**src/rtl/fir_pkg.sv**
```systemverilog
// Shared constants, FSM state type and tap extraction helper for the FIR MAC sequencer.
package fir_pkg;
  localparam int NTAPS = 10;
  localparam int DW    = 14;
  localparam int CW    = 14;
  localparam int AW    = 32;
  localparam int KW    = 4;
  localparam int PW    = DW + CW;

  typedef enum logic [1:0] {IDLE, MAC, DONE} state_t;

  // Tap 0 is the newest sample and sits in the least significant slice.
  function automatic logic signed [DW-1:0] get_tap(input logic [NTAPS*DW-1:0] taps,
                                                   input logic [KW-1:0]       k);
    return taps[k*DW +: DW];
  endfunction
endpackage

```
**src/rtl/fir_mac_sequencer_if.sv**
```systemverilog
// Sample, result, delay-line and coefficient-configuration signals of the sequencer.
// Handshake: a transfer happens on a rising edge where valid and ready are both high;
// valid must not depend on ready, and offered data stays stable until it transfers.
interface fir_mac_sequencer_if;
  import fir_pkg::*;

  logic                   in_valid;
  logic [DW-1:0]          in_data;
  logic                   in_ready;
  logic                   shift_en;
  logic [NTAPS*DW-1:0]    taps;
  logic                   out_valid;
  logic [AW-1:0]          out_data;
  logic                   out_ready;
  logic                   cfg_we;
  logic [KW-1:0]          cfg_addr;
  logic [CW-1:0]          cfg_data;
  logic                   cfg_err;
  logic                   busy;
  state_t                 dbg_state;

  modport master (
    output in_valid, in_data, taps, out_ready, cfg_we, cfg_addr, cfg_data,
    input  in_ready, shift_en, out_valid, out_data, cfg_err, busy, dbg_state
  );

  modport slave (
    input  in_valid, in_data, taps, out_ready, cfg_we, cfg_addr, cfg_data,
    output in_ready, shift_en, out_valid, out_data, cfg_err, busy, dbg_state
  );
endinterface

```
**src/rtl/fir_coef_bank.sv**
```systemverilog
// NTAPS x CW coefficient register file with guarded write port and combinational read.
module fir_coef_bank
  import fir_pkg::*;
(
  input  logic                 clk,
  input  logic                 rst_n,
  input  logic                 i_we,
  input  logic [KW-1:0]        i_addr,
  input  logic [CW-1:0]        i_data,
  input  logic                 i_wr_allow,
  input  logic [KW-1:0]        i_rd_idx,
  output logic signed [CW-1:0] o_rd_data,
  output logic                 o_cfg_err
);
  logic [CW-1:0] r_coef [NTAPS];
  logic          r_err;
  logic          w_wr_ok;

  assign w_wr_ok   = i_wr_allow && (i_addr < KW'(NTAPS));
  assign o_rd_data = r_coef[i_rd_idx];
  assign o_cfg_err = r_err;

  // A rejected write leaves the bank untouched and raises a single-cycle error.
  always_ff @(posedge clk or negedge rst_n) begin
    if (!rst_n) begin
      for (int i = 0; i < NTAPS; i++) r_coef[i] <= '0;
      r_err <= 1'b0;
    end else begin
      r_err <= 1'b0;
      if (i_we) begin
        if (w_wr_ok) r_coef[i_addr] <= i_data;
        else         r_err          <= 1'b1;
      end
    end
  end
endmodule

```
**src/rtl/fir_mac_sequencer.sv**
```systemverilog
// Accepts samples, shifts the external delay line and runs one MAC per tap,
// presenting each filtered result on a valid/ready output.
module fir_mac_sequencer
  import fir_pkg::*;
(
  input  logic               clk,
  input  logic               reset,
  fir_mac_sequencer_if.slave bus
);
  localparam logic [KW-1:0] K_LAST = KW'(NTAPS - 1);

  state_t                 r_state;
  state_t                 w_next;
  logic [KW-1:0]          r_k;
  logic signed [AW-1:0]   r_acc;
  logic [AW-1:0]          r_out_data;
  logic                   r_out_valid;
  logic                   w_wr_allow;
  logic signed [DW-1:0]   w_tap;
  logic signed [CW-1:0]   w_coef;
  logic signed [PW-1:0]   w_prod;
  logic signed [AW-1:0]   w_prod_ext;
  logic signed [AW-1:0]   w_sum;

  assign bus.in_ready  = (r_state == IDLE);
  // Gated by reset so the delay line never moves while the sequencer is held.
  assign bus.shift_en  = bus.in_valid & bus.in_ready & reset;
  assign bus.out_valid = r_out_valid;
  assign bus.out_data  = r_out_data;
  assign bus.busy      = (r_state != IDLE);
  assign bus.dbg_state = r_state;

  assign w_wr_allow = (r_state == IDLE) || (r_state == DONE);

  fir_coef_bank u_coef_bank (
    .clk        (clk),
    .rst_n      (reset),
    .i_we       (bus.cfg_we),
    .i_addr     (bus.cfg_addr),
    .i_data     (bus.cfg_data),
    .i_wr_allow (w_wr_allow),
    .i_rd_idx   (r_k),
    .o_rd_data  (w_coef),
    .o_cfg_err  (bus.cfg_err)
  );

  assign w_tap      = get_tap(bus.taps, r_k);
  assign w_prod     = w_tap * w_coef;
  assign w_prod_ext = {{(AW-PW){w_prod[PW-1]}}, w_prod};
  assign w_sum      = ((r_k == '0) ? '0 : r_acc) + w_prod_ext;

  always_comb begin
    w_next = r_state;
    unique case (r_state)
      IDLE:    if (bus.shift_en) w_next = MAC;
      MAC:     if (r_k == K_LAST) w_next = DONE;
      DONE:    if (r_out_valid && bus.out_ready) w_next = IDLE;
      default: w_next = IDLE;
    endcase
  end

  always_ff @(posedge clk or negedge reset) begin
    if (!reset) r_state <= IDLE;
    else        r_state <= w_next;
  end

  always_ff @(posedge clk or negedge reset) begin
    if (!reset) begin
      r_k         <= '0;
      r_acc       <= '0;
      r_out_data  <= '0;
      r_out_valid <= 1'b0;
    end else begin
      if (r_state == MAC) begin
        r_acc <= w_sum;
        if (r_k == K_LAST) begin
          r_k         <= '0;
          r_out_data  <= w_sum;
          r_out_valid <= 1'b1;
        end else begin
          r_k <= r_k + 1'b1;
        end
      end
      if (r_state == DONE && r_out_valid && bus.out_ready) r_out_valid <= 1'b0;
    end
  end
endmodule

```
**src/flat_wrapper.sv**
```systemverilog
// flat-port wrapper written by rule: the top's interface ports become plain ports
module fir_mac_sequencer_flat import fir_pkg::*;
  (clk, reset, bus_in_valid, bus_in_data, bus_taps, bus_out_ready, bus_cfg_we, bus_cfg_addr, bus_cfg_data, bus_in_ready, bus_shift_en, bus_out_valid, bus_out_data, bus_cfg_err, bus_busy, bus_dbg_state);
  fir_mac_sequencer_if bus_i ();
  input  logic clk;
  input  logic reset;
  input wire logic [$bits(bus_i.in_valid)-1:0] bus_in_valid;
  input wire logic [$bits(bus_i.in_data)-1:0] bus_in_data;
  input wire logic [$bits(bus_i.taps)-1:0] bus_taps;
  input wire logic [$bits(bus_i.out_ready)-1:0] bus_out_ready;
  input wire logic [$bits(bus_i.cfg_we)-1:0] bus_cfg_we;
  input wire logic [$bits(bus_i.cfg_addr)-1:0] bus_cfg_addr;
  input wire logic [$bits(bus_i.cfg_data)-1:0] bus_cfg_data;
  output wire logic [$bits(bus_i.in_ready)-1:0] bus_in_ready;
  output wire logic [$bits(bus_i.shift_en)-1:0] bus_shift_en;
  output wire logic [$bits(bus_i.out_valid)-1:0] bus_out_valid;
  output wire logic [$bits(bus_i.out_data)-1:0] bus_out_data;
  output wire logic [$bits(bus_i.cfg_err)-1:0] bus_cfg_err;
  output wire logic [$bits(bus_i.busy)-1:0] bus_busy;
  output wire logic [$bits(bus_i.dbg_state)-1:0] bus_dbg_state;
  assign bus_i.in_valid = bus_in_valid;
  assign bus_i.in_data = bus_in_data;
  assign bus_i.taps = bus_taps;
  assign bus_i.out_ready = bus_out_ready;
  assign bus_i.cfg_we = bus_cfg_we;
  assign bus_i.cfg_addr = bus_cfg_addr;
  assign bus_i.cfg_data = bus_cfg_data;
  assign bus_in_ready = bus_i.in_ready;
  assign bus_shift_en = bus_i.shift_en;
  assign bus_out_valid = bus_i.out_valid;
  assign bus_out_data = bus_i.out_data;
  assign bus_cfg_err = bus_i.cfg_err;
  assign bus_busy = bus_i.busy;
  assign bus_dbg_state = bus_i.dbg_state;
  fir_mac_sequencer u_core (.clk(clk), .reset(reset), .bus(bus_i));
endmodule
```
**config.mk**
```make
export PLATFORM = sky130hd
export DESIGN_NAME = fir_mac_sequencer_flat
export DESIGN_NICKNAME = d
export VERILOG_FILES = /design/src/rtl/fir_pkg.sv /design/src/rtl/fir_mac_sequencer_if.sv /design/src/rtl/fir_coef_bank.sv /design/src/rtl/fir_mac_sequencer.sv /design/src/flat_wrapper.sv
export SDC_FILE = /design/constraint.sdc
export NUM_CORES = 1
export LEC_CHECK = 0
export CORE_ASPECT_RATIO = 1.25
export CORE_MARGIN = 3
export CORE_UTILIZATION = 30
export DETAILED_ROUTE_END_ITERATION = 16
export PLACE_DENSITY = 0.51
export SYNTH_ARGS = -nofsm -noshare
export SYNTH_HDL_FRONTEND = slang
export SYNTH_SLANG_ARGS = --single-unit
```
**constraint.sdc**
```tcl
create_clock -name clk -period 12.14 [get_ports clk]
set_clock_uncertainty 0.05 [all_clocks]
set_input_delay 1.821 -clock clk [delete_from_list [all_inputs] [get_ports clk]]
set_output_delay 1.821 -clock clk [all_outputs]
set_load 0.02 [all_outputs]
```
**Word level (Yosys, flattened, before mapping)**

Index checks and enable logic that the tools add are counted.

- Add/sub/neg operators: 2
- Multiply operators: 2
- Magnitude comparators: 4
- Eq/ne operators: 6
- Shift operators: 1
- Multiplexer cells: 17
- Bitwise operators: 4
- Reductions and logical operators: 15

Operators with widths:

| operator | count |
|---|---|
| $bwmux 140 | 1 |
| $shiftx 140x9->14 | 1 |
| $bmux 14 s4 | 1 |
| $demux 14 s4 | 1 |
| $mux 14 | 3 |
| $add 32x32->32 | 1 |
| $mux 32 | 1 |
| $mul 14x14->28 | 1 |
| $ge 5x5->1 const B | 2 |
| $not 4->5 | 2 |
| $mul 4x3->7 const B | 1 |
| $mux 2 | 3 |
| $pmux 2 s3 | 1 |
| $reduce_and 2->1 | 3 |
| $reduce_bool 2->1 | 3 |
| $logic_and 1x1->1 | 5 |
| $lt 5x1->1 const B | 1 |
| $mux 1 | 5 |
| $add 4x1->4 const B | 1 |
| $eq 4x4->1 const B | 1 |
| $logic_not 4->1 | 1 |
| $lt 4x4->1 const B | 1 |
| $mux 4 | 1 |
| $ne 2x1->1 const B | 2 |
| other kinds (7) | 8 |

- Bits in registers: 212
- Output and inout bits: 39

**Logic depth before layout (Yosys ltp)**

Gate-level depths: netlist of run 1.

- Word-level depth: 6
- Gate-level depth with buffers: 44
- Gate-level depth less buffers: 41

**Cells and area by module**

From an unflattened synthesis of run 1, not the netlist that was laid out.

- Cells, all modules: 1,851
- Area total of the unflattened synthesis: 19,352.3 sq um

Modules (own cells, without submodules):

| module | instances | cells each | area each (sq um) |
|---|---|---|---|
| fir_mac_sequencer | 1 | 1,398 | 12,846.1 |
| fir_coef_bank | 1 | 453 | 6,506.2 |

**Worst setup path before layout of run 1**

OpenSTA, ideal clock, no wires.

- Path kind: in2reg
- Start point: in bus_taps[99]
- End point: reg u_core.r_acc[31]
- Setup time: 0.130 ns
- Arrival: 10.164 ns
- Required time: 11.960 ns
- Path slack: 1.796 ns
- Stages: 40
- Cell sequence: mux4_2 mux2i_1 nor2_1 a221oi_1 inv_1 and2_1 fa_1 ha_1 fa_1 inv_1 fa_1 inv_1 fa_1 inv_1 fa_1 inv_1 ha_1 and3_1 [... 4 more ...] a21oi_1 o21ai_1 nor2_1 nor2_1 a31oi_1 xnor2_1 ha_1 a21o_1 a21o_1 a21oi_1 o21bai_1 a21oi_1 o31a_2 o21bai_4 a211o_2 o211a_4 mux2i_1 a21oi_1

- Word-level cells in the longest chain between the ends: 3

RTL lines:

| element | RTL line | RTL |
|---|---|---|
| start, declared | flat_wrapper.sv:9 | `input wire logic [$bits(bus_i.taps)-1:0] bus_taps;` |
| $shiftx 140x9->14 | fir_pkg.sv:15 | `return taps[k*DW +: DW];` |
| $mul 14x14->28 | fir_mac_sequencer.sv:48 | `assign w_prod = w_tap * w_coef;` |
| $add 32x32->32 | fir_mac_sequencer.sv:50 | `assign w_sum = ((r_k == '0) ? '0 : r_acc) + w_prod_ext;` |
| end signal, assigned | fir_mac_sequencer.sv:75 | `r_acc <= w_sum;` |
| end, declared | fir_mac_sequencer.sv:15 | `logic signed [AW-1:0] r_acc;` |

Every way passes these cells.
A chain may end at the register's enable or synchronous reset.

**Worst setup path after layout of run 1**

- Start point: in bus_taps[65]
- End point: reg u_core.r_acc[31]

Same word-level chain as after synthesis.

==> impl_metrics.env, run 1 <==
export IMPL_syn_area_per_cell_sq_um=10.4
export IMPL_wl_mm=51.3
export IMPL_synth_cells=1834
export IMPL_critPathTopFamily="adder cells"
export IMPL_synth_seq_cells=212
export IMPL_fin_ws_ns=1.12
export IMPL_clk_latency_ns=0.54
export IMPL_cp_start_kind="input pin"
export IMPL_num_io_pins=216
export IMPL_synth_top_area_share=0.278
export IMPL_overflow=0
export IMPL_drv_slew=0
export IMPL_r2r_end="u_core.r_acc[31]$_DFFE_PN0P_"
export IMPL_synth_edff_count=0
export IMPL_arrival_ns=11.34
export IMPL_r2r_slack_ns=1.37
export IMPL_tritoncts="yes"
export IMPL_pre_cts_slack_ns=0.603
export IMPL_worst_slew_pin_slew_ns=1.09
export IMPL_maxCapViolCount=0
export IMPL_hold_viol_final=0
export IMPL_fin_setup_tns_ns=0
export IMPL_cpPeakStageDelay_ns=0.55
export IMPL_drc=0
export IMPL_period_share=0.908
export IMPL_critPathMaxFanout=8
export IMPL_cts_resized=0
export IMPL_crit_path_start="bus_taps[65]"
export IMPL_cp_common_cell="fa_1"
export IMPL_clockRootBuffer="clkbuf_16"
export IMPL_max_slew_margin_rel=0.273
export IMPL_ys_warn_count=0
export IMPL_grt_first_pass_wirelength_mm=81.2
export IMPL_cpMaxStageDelayCell="fa_1"
export IMPL_antenna_cells=0
export IMPL_crit_type="input pin to register"
export IMPL_grt_usage=0.154
export IMPL_io_buffers=201
export IMPL_syn_to_final_growth_pct=20.0
export IMPL_antenna_found_initial=0
export IMPL_hold_class="register to register"
export IMPL_drive_above_1_share=0.146
export IMPL_grt_max_degree=72
export IMPL_synth_area_leaders="dfrtp_1, fa_1, mux2_2"
export IMPL_die_w_um=232
export IMPL_setup_violations=0
export IMPL_core_area_sq_mm=0.0625
export IMPL_endpoint_kind="register"
export IMPL_ctsHoldBuffers=0
export IMPL_path_clk_slew_ns=0.06
export IMPL_period_needed_ns=11.02
export IMPL_start_util=0.305
export IMPL_syn_nets=2308
export IMPL_first_global_vias=14700
export IMPL_cp_required_ns=12.46
export IMPL_synth_top_area_cell="dfrtp_1"
export IMPL_timing_fmax_mhz=90.7
export IMPL_h_tree_depth=1
export IMPL_antenna_left=0
export IMPL_clock_path_buffers=3
export IMPL_ys_flop_type="dfrtp_1"
export IMPL_layout_nets=2483
export IMPL_place_gp_congestion=0.859
export IMPL_worstRegToRegCells=41
export IMPL_drt_pass1_iterations=5
export IMPL_worstReg2RegStart="u_core.r_k[0]$_DFFE_PN0P_"
export IMPL_post_cts_buffers=0
export IMPL_synth_area_sq_mm=0.0191
export IMPL_routed_via_density=4.80
export IMPL_drt_wirelength_per_cell_um=17.9
export IMPL_hold_end="u_core.r_acc[1]$_DFFE_PN0P_"
export IMPL_rows=102
export IMPL_ys_seq_area_frac=0.278
export IMPL_fin_util=0.367
export IMPL_synth_cell_types=68
export IMPL_drt_initial_drc_count=549
export IMPL_hold_path_startpoint="u_core.r_acc[1]$_DFFE_PN0P_"
export IMPL_ys_async_sr_fraction=1.00
export IMPL_cts_buffers=26
export IMPL_die_h_um=288
export IMPL_clock_sinks=212
export IMPL_crit_buf_inv=5
export IMPL_hpwl_mm=40.2
export IMPL_rsz0062_at_grt="false"
export IMPL_dieArea_sq_mm=0.0668
export IMPL_min_path_cells=2
export IMPL_status="complete, no violations"
export IMPL_vias=13700
==> logic make-up (layout without fill, tap and decap cells) <==
group / Yosys count / after routing / share of synthesized area
and+or+nand+nor: 425 / 425 / 0.0981
buffers and inverters: 345 / 537 / 0.0686
muxes: 228 / 228 / 0.165
adders and majority gates: 297 / 297 / 0.272
AOI/OAI and AO/OA: 261 / 261 / 0.0871
DFF: 212 / 212 / 0.278
xor gates and xnor gates: 66 / 66 / 0.0314
==> worst max path at each step <==
stage | to | slack, ns | cells past startpoint
after floorplan | u_core.r_acc[31]$_DFFE_PN0P_ | 1.80 | 40
after global placement | u_core.bus.out_data[30]$_DFFE_PN0P_ | 0.69 | 35
after detailed placement | u_core.bus.out_data[30]$_DFFE_PN0P_ | 0.60 | 35
after CTS | u_core.bus.out_data[30]$_DFFE_PN0P_ | 1.13 | 35
after global routing | u_core.bus.out_data[30]$_DFFE_PN0P_ | 0.58 | 35
final | u_core.r_acc[31]$_DFFE_PN0P_ | 1.12 | 39
==> cells in the final DEF (no fill, tap or decap), types with 4 or more instances in the layout <==
cell type and instances:
o21a_1 20, a22oi_1 16, xor2_1 18, mux2_2 142, mux4_2 56, inv_1 256
nor2_1 155, dfrtp_1 209, and2_1 34, buf_4 34, and3_1 9, clkbuf_16 27
o21bai_1 11, a31oi_1 5, nand2b_1 14, a21oi_1 48, a21o_1 18, o21ai_0 83
clkbuf_1 8, a211oi_1 4, nor3_1 8, o21ai_1 20, clkbuf_8 4, a221oi_1 10
nor2b_1 11, nand2_1 164, xnor2_1 46, clkdlybuf4s50_1 200, nand3_1 8, fa_1 196
ha_1 101, mux2i_1 30
==> registers in the layout, summed over array words and instances (netlist names) <==
name                          cells
u_core.u_coef_bank.r_coef       140
u_core.r_acc                     32
u_core.r_k                        4
u_core.u_coef_bank.o_cfg_err      1
u_core.bus.dbg_state              2
u_core.bus.out_data              32
u_core.bus.out_valid              1
==> worst reg2reg max path: cells and delay by family, from the launching register on <==
kind,cells,cell delay [ns]
adders and majority gates,8,3.64
buffers and inverters,7,0.74
DFF,1,0.92
xor gates and xnor gates,1,0.18
AOI/OAI and AO/OA,16,3.23
muxes,3,0.95
and+or+nand+nor,6,0.87
==> area by class of cell <==
type | instances | area [sq um]
Fill cell | 6313 | 39600
Multi-Input combinational cell | 1277 | 12500
Sequential cell | 212 | 5310
Timing Repair Buffer | 236 | 2290
Tap cell | 832 | 1040
Inverter | 256 | 961
Clock buffer | 38 | 747
Clock inverter | 7 | 67.6
==> routing by layer <==
| metal | track usage | vias up | routed length [um] | part of all wire |
|---|---|---|---|---|
| met5 | 0 | - | 0 | 0 |
| met2 | 0.294 | 209 | 28500 | 0.56 |
| met3 | 0.0181 | 63 | 1670 | 0.032 |
| met1 | 0.181 | 7032 | 19900 | 0.39 |
| met4 | 0.0408 | 0 | 1240 | 0.024 |
| li1 | - | 6417 | - | - |
==> stage by stage <==
step,hold slack (ns),cells,instance area [sq um]
floorplan,0.387,1834,19100
global placement,0.399,2813,22100
detailed placement,0.408,2813,22100
CTS,0.424,2858,22900
global route,0.448,2858,22900
finish,0.424,2858,22900
==> cell usage after synthesis (4+ instances only) <==
library cell and count:
nor2b_1 11, o21ai_0 84, mux2i_1 30, nor2_1 155, inv_1 256, o21a_1 20
a211oi_1 4, clkbuf_1 57, mux2_2 142, mux4_2 56, dfrtp_1 212, o21bai_1 11
and3_1 9, a21oi_1 48, nand2_1 164, ha_1 101, a221oi_1 12, nor3_1 9
o21ai_1 19, a31oi_1 5, xor2_1 18, buf_1 27, nand2b_1 15, a22oi_1 16
xnor2_1 46, fa_1 196, and2_1 34, nand3_1 8, a21o_1 18
Power of run 1 is left out: the tool's default activity adds up to more than one toggle a clock period on the data nets, which glitch-free logic cannot reach.
==> inputs of run 2 (changes only) <==
- ABC_AREA: not set -> 1
==> impl_metrics.env, run 2 <==
export IMPL_ys_async_sr_fraction=1.00
export IMPL_cp_start_kind="register"
export IMPL_synth_edff_count=0
export IMPL_dieArea_sq_mm=0.0687
export IMPL_first_global_vias=17600
export IMPL_fin_setup_tns_ns=0
export IMPL_setup_violations=0
export IMPL_ys_flop_type="dfrtp_1"
export IMPL_clockRootBuffer="clkbuf_16"
export IMPL_gr_usage_met2=0.325
export IMPL_status="complete, no violations"
export IMPL_h_tree_depth=1
export IMPL_worstReg2RegStart="u_core.r_k[1]$_DFFE_PN0P_"
export IMPL_die_h_um=292
export IMPL_cpPeakStageDelay_ns=0.89
export IMPL_use_met1=0.215
export IMPL_vias=16800
export IMPL_maxCapViolCount=0
export IMPL_fin_util=0.361
export IMPL_num_io_pins=216
export IMPL_ys_warn_count=0
export IMPL_grt_usage=0.173
export IMPL_final_common_cell="nand2_1"
export IMPL_hpwl_mm=45.0
export IMPL_ys_seq_area_frac=0.270
export IMPL_synth_seq_cells=212
export IMPL_cts_buffers=25
export IMPL_period_share=0.846
export IMPL_fin_ws_ns=1.87
export IMPL_cpMaxStageDelayCell="fa_1"
export IMPL_hold_viol_final=0
export IMPL_drive_above_1_share=0.0477
export IMPL_clock_sinks=212
export IMPL_path_clk_slew_ns=0.06
export IMPL_syn_to_final_growth_pct=18.6
export IMPL_arrival_ns=10.62
export IMPL_synth_cell_types=49
export IMPL_antenna_cells=0
export IMPL_die_w_um=235
export IMPL_tritoncts="yes"
export IMPL_largest_register_ffs=140
export IMPL_synth_cells=2499
export IMPL_synth_area_leaders="dfrtp_1, fa_1, nand2_1"
export IMPL_layout_nets=3116
export IMPL_place_area_sq_mm=0.0225
export IMPL_cts_resized=0
export IMPL_drt_wirelength_per_cell_um=17.0
export IMPL_crit_type="register to register"
export IMPL_clk_latency_ns=0.56
export IMPL_io_buffers=201
export IMPL_grt_max_degree=100
export IMPL_antenna_left=0
export IMPL_busiest_layer="met2"
export IMPL_grt_met3_usage=0.0159
export IMPL_r2r_slack_ns=1.87
export IMPL_crit_path_start="u_core.r_k[1]$_DFFE_PN0P_"
export IMPL_timing_fmax_mhz=97.4
export IMPL_period_needed_ns=10.27
export IMPL_drc=0
export IMPL_cp_required_ns=12.50
export IMPL_nFillCells=6748
export IMPL_routed_via_density=4.79
export IMPL_pre_cts_slack_ns=1.42
export IMPL_drt_pass1_iterations=5
export IMPL_syn_area_per_cell_sq_um=7.87
export IMPL_final_area_sq_mm=0.0233
export IMPL_drv_slew=0
export IMPL_endpoint_kind="register"
export IMPL_rsz0062_at_grt="false"
export IMPL_synth_top_area_share=0.270
export IMPL_max_slew_margin_rel=0.359
export IMPL_hold_path_startpoint="u_core.bus.out_data[27]$_DFFE_PN0P_"
export IMPL_synth_area_sq_mm=0.0197
export IMPL_synthTopCellsByCount="nand2_1, inv_1, dfrtp_1"
export IMPL_clock_path_buffers=3
export IMPL_critPathMaxFanout=59
export IMPL_antenna_found_initial=0
export IMPL_wl_mm=59.6
export IMPL_place_gp_congestion=0.877
export IMPL_start_util=0.304
export IMPL_worst_slew_pin_slew_ns=0.959
export IMPL_syn_nets=2973
export IMPL_drt_initial_drc_count=1011
export IMPL_yosysMostFrequentCell="nand2_1"
export IMPL_rows=104
export IMPL_final_cell_mix="nand2_1, inv_1, dfrtp_1"
export IMPL_top_register="u_core.u_coef_bank.r_coef"
export IMPL_synth_top_area_cell="dfrtp_1"
export IMPL_core_area_sq_mm=0.0647
export IMPL_hold_class="register to register"
export IMPL_grt_first_pass_wirelength_mm=96.5
export IMPL_overflow=0
export IMPL_post_cts_buffers=0
export IMPL_ctsHoldBuffers=0
## run 2: cell count changes in the layout (fill, tap and decap cells not counted), sizes merged, moves of 63 or more
cell   delta
mux2    -142
nor2     -65
o21ai   +121
a22oi    +63
nand2   +474
nand3   +148
inv     +236
## run 2: final timing paths
path	to	cells past startpoint
worst max-delay path	u_core.bus.out_data[29]$_DFFE_PN0P_	37
worst min-delay path	u_core.bus.out_data[27]$_DFFE_PN0P_	2
worst max register to register	u_core.bus.out_data[29]$_DFFE_PN0P_	37
worst min register to register	u_core.bus.out_data[27]$_DFFE_PN0P_	2
max in group asynchronous	u_core.bus.out_data[24]$_DFFE_PN0P_	2
min in group asynchronous	u_core.r_k[3]$_DFFE_PN0P_	1
## run 2: worst max-delay path: cells and delay by family (launching register included)
| kind | cells | cell delay, ns |
|---|---|---|
| buffers and inverters | 8 | 1.76 |
| xor gates and xnor gates | 2 | 0.42 |
| DFF | 1 | 0.36 |
| AOI/OAI and AO/OA | 3 | 0.36 |
| and+or+nand+nor | 16 | 3.07 |
| adders and majority gates | 8 | 4.05 |
## run 2: logic make-up after synthesis
kind of cell / Yosys count / synth area share
XOR/XNOR: 52 / 0.0235
buffers and inverters: 598 / 0.118
AO/OA/AOI/OAI: 426 / 0.129
adder cells (fa/ha/maj): 297 / 0.264
flip-flops: 212 / 0.270
AND/OR/NAND/NOR: 914 / 0.196
## run 2: per-layer routing
layer	vias to the layer above	part of all wire
met2	311	0.52
met4	0	0.021
li1	8106	-
met1	8326	0.43
met3	70	0.034
met5	-	0
## run 2: cell type report
cell class	count	area (sq um)	area share
clock inverter	10	150	0.00643
inverter	492	1850	0.0791
timing repair buffer	222	2170	0.0932
clock buffer	36	737	0.0316
sequential	212	5310	0.227
tap	848	1060	0.0454
multi-input combinational	1689	12100	0.517
## run 2: metrics by stage
stage	cells	hold WS, ns
2_1_floorplan	2499	0.399
3_5_place_dp	3463	0.417
3_3_place_gp	3463	0.415
6_report	3509	0.424
4_1_cts	3509	0.432
5_1_grt	3509	0.454
Power of run 2 is left out for the same reason.
